===== config.mk =====
export PLATFORM = sky130hd
export DESIGN_NAME = alu_result_flags_flat
export DESIGN_NICKNAME = d
export VERILOG_FILES = /design/src/rtl/alu_result_flags_if.sv /design/src/rtl/alu_result_flags.sv /design/src/flat_wrapper.sv
export SDC_FILE = /design/constraint.sdc
export NUM_CORES = 1
export LEC_CHECK = 0
export ABC_AREA = 1
export CORE_MARGIN = 2
export CORE_UTILIZATION = 52
export CTS_BUF_LIST = sky130_fd_sc_hd__clkbuf_8
export DETAILED_ROUTE_END_ITERATION = 6
export GPL_ROUTABILITY_DRIVEN = 0
export GPL_TIMING_DRIVEN = 0
export PLACE_DENSITY = 0.81
export SYNTH_ARGS = -nofsm -noshare
export SYNTH_HDL_FRONTEND = slang
export SYNTH_SLANG_ARGS = --single-unit

===== constraint.sdc =====
create_clock -name AluClock -period 2.39 [get_ports AluClock]
set_input_delay 0.478 -clock AluClock [delete_from_list [all_inputs] [get_ports AluClock]]
set_output_delay 0.478 -clock AluClock [all_outputs]
set_load 0.02 [all_outputs]

===== src/rtl/alu_result_flags_if.sv =====
// Handshake and data bundle between the ALU datapath, the result/flag
// buffer and the writeback stage.
interface alu_result_flags_if;
  // Upstream op offer
  logic [7:0] Result;
  logic       AddCarry;
  logic       ShiftCarry;
  logic       OverflowIn;
  logic       CarrySel;
  logic       FlagWE;
  logic       ZChain;
  logic       InValid;
  logic       InReady;
  // Writeback side
  logic       OutValid;
  logic       OutReady;
  logic [7:0] OutData;
  logic [3:0] OutFlags;
  // Control and carry feedback
  logic       Flush;
  logic       LCarryIn;

  // Side that offers ops and consumes results
  modport master (
    output Result, AddCarry, ShiftCarry, OverflowIn, CarrySel, FlagWE, ZChain,
    output InValid, OutReady, Flush,
    input  InReady, OutValid, OutData, OutFlags, LCarryIn
  );

  // Result/flag buffer side
  modport slave (
    input  Result, AddCarry, ShiftCarry, OverflowIn, CarrySel, FlagWE, ZChain,
    input  InValid, OutReady, Flush,
    output InReady, OutValid, OutData, OutFlags, LCarryIn
  );
endinterface


===== src/rtl/alu_result_flags.sv =====
// ALU flag generation ({N,V,Z,C}) with a 2-entry result/flag FIFO toward
// writeback. The flag register updates only on accepted ops with FlagWE,
// and its C bit is fed back to the shifter as LCarryIn.
module alu_result_flags (
  input  logic              AluClock,
  input  logic              Reset,
  alu_result_flags_if.slave bus
);

  // Flag vector layout is {N, V, Z, C}
  function automatic logic [3:0] calc_flags(
    input logic [7:0] result,
    input logic       add_carry,
    input logic       shift_carry,
    input logic       overflow_in,
    input logic       carry_sel,
    input logic       z_chain,
    input logic [3:0] cur_flags
  );
    logic n_v, v_v, z_v, c_v;
    n_v = result[7];
    // Shifts leave V untouched; arithmetic takes the adder overflow
    v_v = carry_sel ? cur_flags[2] : overflow_in;
    // Chained compares only stay zero if every earlier byte was zero
    z_v = (result == 8'h00) & (z_chain ? cur_flags[1] : 1'b1);
    c_v = carry_sel ? shift_carry : add_carry;
    return {n_v, v_v, z_v, c_v};
  endfunction

  logic [1:0]       count_q, count_d;
  logic             rd_ptr_q, rd_ptr_d;
  logic             wr_ptr_q, wr_ptr_d;
  logic [1:0][7:0]  data_q, data_d;
  logic [1:0][3:0]  eflags_q, eflags_d;
  logic [3:0]       flag_q, flag_d;

  logic             in_ready_s;
  logic             push_s;
  logic             pop_s;
  logic [3:0]       new_flags_s;
  logic [3:0]       entry_flags_s;

  // Handshake qualifiers and the flags an accepted op would produce
  always_comb begin
    in_ready_s    = ~Reset & (count_q < 2'd2) & ~bus.Flush;
    push_s        = bus.InValid & in_ready_s;
    // Flush wins over a simultaneous pop so nothing is emitted twice
    pop_s         = (count_q != 2'd0) & bus.OutReady & ~bus.Flush;
    new_flags_s   = calc_flags(bus.Result, bus.AddCarry, bus.ShiftCarry,
                               bus.OverflowIn, bus.CarrySel, bus.ZChain, flag_q);
    if (bus.FlagWE) begin
      entry_flags_s = new_flags_s;
    end else begin
      entry_flags_s = flag_q;
    end
  end

  // Next-state for FIFO storage, pointers, occupancy and flag register
  always_comb begin
    count_d  = count_q;
    rd_ptr_d = rd_ptr_q;
    wr_ptr_d = wr_ptr_q;
    data_d   = data_q;
    eflags_d = eflags_q;
    flag_d   = flag_q;

    if (bus.Flush) begin
      count_d  = 2'd0;
      rd_ptr_d = 1'b0;
      wr_ptr_d = 1'b0;
    end else begin
      if (push_s) begin
        data_d[wr_ptr_q]   = bus.Result;
        eflags_d[wr_ptr_q] = entry_flags_s;
        wr_ptr_d           = ~wr_ptr_q;
      end else begin
        wr_ptr_d = wr_ptr_q;
      end

      if (pop_s) begin
        rd_ptr_d = ~rd_ptr_q;
      end else begin
        rd_ptr_d = rd_ptr_q;
      end

      case ({push_s, pop_s})
        2'b10:   count_d = count_q + 2'd1;
        2'b01:   count_d = count_q - 2'd1;
        default: count_d = count_q;
      endcase
    end

    // Flush blocks push, so the flag register is also held on flush
    if (push_s & bus.FlagWE) begin
      flag_d = new_flags_s;
    end else begin
      flag_d = flag_q;
    end
  end

  // State registers; reset clears storage so outputs read as zero
  always_ff @(posedge AluClock or posedge Reset) begin
    if (Reset) begin
      count_q  <= 2'd0;
      rd_ptr_q <= 1'b0;
      wr_ptr_q <= 1'b0;
      data_q   <= '{default: 8'h00};
      eflags_q <= '{default: 4'h0};
      flag_q   <= 4'b0000;
    end else begin
      count_q  <= count_d;
      rd_ptr_q <= rd_ptr_d;
      wr_ptr_q <= wr_ptr_d;
      data_q   <= data_d;
      eflags_q <= eflags_d;
      flag_q   <= flag_d;
    end
  end

  // Outputs are taken straight from registers (InReady excepted)
  always_comb begin
    bus.InReady  = in_ready_s;
    bus.OutValid = (count_q != 2'd0);
    bus.OutData  = data_q[rd_ptr_q];
    bus.OutFlags = eflags_q[rd_ptr_q];
    bus.LCarryIn = flag_q[0];
  end

endmodule

===== src/flat_wrapper.sv =====
// flat-port wrapper written by rule: the top's interface ports become plain ports
module alu_result_flags_flat 
  (AluClock, Reset, bus_Result, bus_AddCarry, bus_ShiftCarry, bus_OverflowIn, bus_CarrySel, bus_FlagWE, bus_ZChain, bus_InValid, bus_OutReady, bus_Flush, bus_InReady, bus_OutValid, bus_OutData, bus_OutFlags, bus_LCarryIn);
  alu_result_flags_if bus_i ();
  input  logic AluClock;
  input  logic Reset;
  input wire logic [$bits(bus_i.Result)-1:0] bus_Result;
  input wire logic [$bits(bus_i.AddCarry)-1:0] bus_AddCarry;
  input wire logic [$bits(bus_i.ShiftCarry)-1:0] bus_ShiftCarry;
  input wire logic [$bits(bus_i.OverflowIn)-1:0] bus_OverflowIn;
  input wire logic [$bits(bus_i.CarrySel)-1:0] bus_CarrySel;
  input wire logic [$bits(bus_i.FlagWE)-1:0] bus_FlagWE;
  input wire logic [$bits(bus_i.ZChain)-1:0] bus_ZChain;
  input wire logic [$bits(bus_i.InValid)-1:0] bus_InValid;
  input wire logic [$bits(bus_i.OutReady)-1:0] bus_OutReady;
  input wire logic [$bits(bus_i.Flush)-1:0] bus_Flush;
  output wire logic [$bits(bus_i.InReady)-1:0] bus_InReady;
  output wire logic [$bits(bus_i.OutValid)-1:0] bus_OutValid;
  output wire logic [$bits(bus_i.OutData)-1:0] bus_OutData;
  output wire logic [$bits(bus_i.OutFlags)-1:0] bus_OutFlags;
  output wire logic [$bits(bus_i.LCarryIn)-1:0] bus_LCarryIn;
  assign bus_i.Result = bus_Result;
  assign bus_i.AddCarry = bus_AddCarry;
  assign bus_i.ShiftCarry = bus_ShiftCarry;
  assign bus_i.OverflowIn = bus_OverflowIn;
  assign bus_i.CarrySel = bus_CarrySel;
  assign bus_i.FlagWE = bus_FlagWE;
  assign bus_i.ZChain = bus_ZChain;
  assign bus_i.InValid = bus_InValid;
  assign bus_i.OutReady = bus_OutReady;
  assign bus_i.Flush = bus_Flush;
  assign bus_InReady = bus_i.InReady;
  assign bus_OutValid = bus_i.OutValid;
  assign bus_OutData = bus_i.OutData;
  assign bus_OutFlags = bus_i.OutFlags;
  assign bus_LCarryIn = bus_i.LCarryIn;
  alu_result_flags u_core (.AluClock(AluClock), .Reset(Reset), .bus(bus_i));
endmodule

==> results <==
==> layer usage <==
metal	global-route usage [%]	vias to the layer above	wire length [um]
li1	-	707	-
met3	5.02	10	181
met1	29.9	668	1590
met2	37.4	45	1660
met4	13.0	0	85
met5	0	-	0
==> layout by cell type, fill, tap and decap left out, drive strengths merged <==
| master | n |
|---|---|
| o21bai | 1 |
| nand3 | 7 |
| inv | 27 |
| bufinv | 1 |
| xor2 | 2 |
| dlygate4sd2 | 1 |
| clkinvlp | 2 |
| clkdlybuf4s50 | 31 |
| clkbuf | 9 |
| dlymetal6s2s | 1 |
| dfrtp | 32 |
| a21oi | 3 |
| nand2 | 73 |
| nor2 | 12 |
| nand3b | 1 |
| buf | 5 |
| o21ai | 37 |
==> area by class of cell <==
class,instances,area share (%)
plain buffers,6,2.54
clock buffers,7,4.56
clock inverters,1,1.42
inverters,28,5.15
multi-input cells,136,30.2
flip-flops and latches,32,37.9
well taps,33,1.95
repair buffers,34,16.0
repair inverters,1,0.237
==> kinds of logic (layout without fill, tap and decap cells) <==
logic type,Yosys count,in the layout,share of synthesized area [%]
buf+inv,34,77,9.66
simple gates,93,93,25.5
xor+xnor,2,2,1.10
flops,32,32,50.3
compound gates,41,41,13.5
==> where the power goes <==
| part | switching, mW | total [mW] | internal (mW) |
|---|---|---|---|
| clock network | 0.197 | 0.565 | 0.368 |
| logic | 0.231 | 0.423 | 0.192 |
| registers | 0.0535 | 0.710 | 0.656 |
| total | 0.482 | 1.70 | 1.22 |
==> final timing paths <==
| kind | startpoint | end | cells past startpoint |
|---|---|---|---|
| setup / recovery | u_core.rd_ptr_q | bus_OutFlags[2] | 3 |
| hold / removal | u_core.data_q[10] | u_core.data_q[10] | 2 |
| setup reg to reg | u_core.count_q[1] | u_core.eflags_q[7] | 7 |
| hold reg to reg | u_core.data_q[10] | u_core.data_q[10] | 2 |
| max in group asynchronous | Reset | u_core.data_q[12] | 2 |
| min in group asynchronous | Reset | u_core.eflags_q[5] | 3 |
==> sequential cells by signal (all words and copies together), names as in the netlist <==
register,flops
u_core.data_q,16
u_core.eflags_q,8
u_core.flag_q,4
u_core.count_q,2
u_core.rd_ptr_q,1
u_core.wr_ptr_q,1
==> through the flow <==
| stage | util [%] | setup slack, ns | hold WS (ns) |
|---|---|---|---|
| final | 71.0 | 0.120 | 0.479 |
| after global routing | 71.0 | 0.0269 | 0.488 |
| after CTS | 70.8 | 0.0129 | 0.477 |
| after detailed placement | 66.0 | -1.02 | 0.459 |
| after global placement | 66.0 | -0.990 | 0.454 |
| after floorplan | - | 0.183 | 0.442 |
==> worst register-to-register path, cell delays in order (launching register included) <==
cell and delay (ns):
dfrtp_1 0.47, nor2_4 0.19, nand2_4 0.10, nor2_4 0.11, inv_2 0.07, buf_6 0.14, nand2_1 0.07, nand2_1 0.05
==> repair_timing <==
item                       CTS  global route
resized for setup            4             4
pin swaps                    0             0
buffers inserted             1             0
hold buffers                 0             0
setup endpoints to repair   44            11
cloned                       1             0
==> results.ini <==
[outcome]
outcome=completed

[timing]
setup-tns-final_ns=0
relSlewSlack_pct=48.4
clock_skew_ns=0.00356
setup_viol=0
maxSlewViolCount=0
fin_crit_ns=2.27
fmax_mhz=441
rsz0062_at_grt=no
tightest_slew_ns=0.770
min_period_over_period_pct=95.0
hold_viol=0

[setup_path]
r2r_slack_ns=1.08
crit_slowest_cell=clkdlybuf4s50_1
critPathCaptureType=output port
critPathLaunchType=flip-flop
crit_required_ns=1.91
cpPeakStageDelay_ns=0.63
cp_num_buf_inv=2
path_cells=clkbuf_2 -> o21ai_0 -> clkdlybuf4s50_1
cp_top_family=buffers and inverters
path_class=reg2out
crit_fanout=10
arrival_ns=1.79

[floorplanning]
die-area_mm2=0.00352
rows=20
die_y_um=59.3
core_mm2=0.00298
die_w_um=59.3
boundaryPins=34
start_util_pct=53.5

[logic_synthesis]
syn_avg_cell_area_um2=7.89
synth_top_area_share_pct=50.3
ys_ff_latch=32
synthFlopType=dfrtp_1
synth_top_area_cell=dfrtp_1
synth_common_cells=71 x nand2_1, 36 x o21ai_0, 32 x dfrtp_1, 27 x inv_1, 8 x nor2_1
yosys_warnings=0
syn_nets=221
synth.area.top_cells=dfrtp_1 50%, nand2_1 17%, o21ai_0 11%, inv_1 6.4%, nand3_1 2.2%
async_flop_share_pct=100
synth_edf_count=0
netlist_instances=202
yosysMostFrequentCell=nand2_1
yosysSeqAreaShare_pct=50.3
synth_area_mm2=0.00159
netlist-cell-type-count=21

[final_layout]
multi_input_area_um2=638
final_area_mm2=0.00211
n_fill_cell=248
layout.area.seq_um2=802
syn_to_final_growth_pct=32.8
finalNonFillerCells=278
diodes=0
nets=263
drive_above_1_share_pct=11.0

[place]
dp_cells=268
place_hpwl_mm=2.35
place_area_mm2=0.00196
io_buffers=33

[clocking]
cts_inserted_buffers=5
cts_tree=built
clock_path_buffers=2
clockRootBuffer=clkbuf_8
clkSlewWorstSetupHoldPaths_ns=0.07
cts_sinks=32
clk_latency_ns=0.29
cts_max_level=2

[drt]
wl_per_cell_um=12.7
drt-total-wl_mm=3.52
drc=0
drtIter0Drc=74
firstDrtPassIters=4
ant_nets=0
vias=1430
vias_per_cell=5.14

[pwr]
power_per_cell_area_mw_per_mm2=803
p_leak_nw=1.03
finalPower_mw=1.70
peakVddDrop_mv=0.510

[global_route]
overflow=0
grt_use_total_pct=23.6
grt_max_degree=17
grt_pass1_vias=1387
antenna_found_initial=0
grt_pass1_wl_mm=6.06

[worst_hold_path]
holdCritPathClass=reg2reg

[job]
maxCapViolations=0

Note: power is estimated with default switching activity, not from simulation.
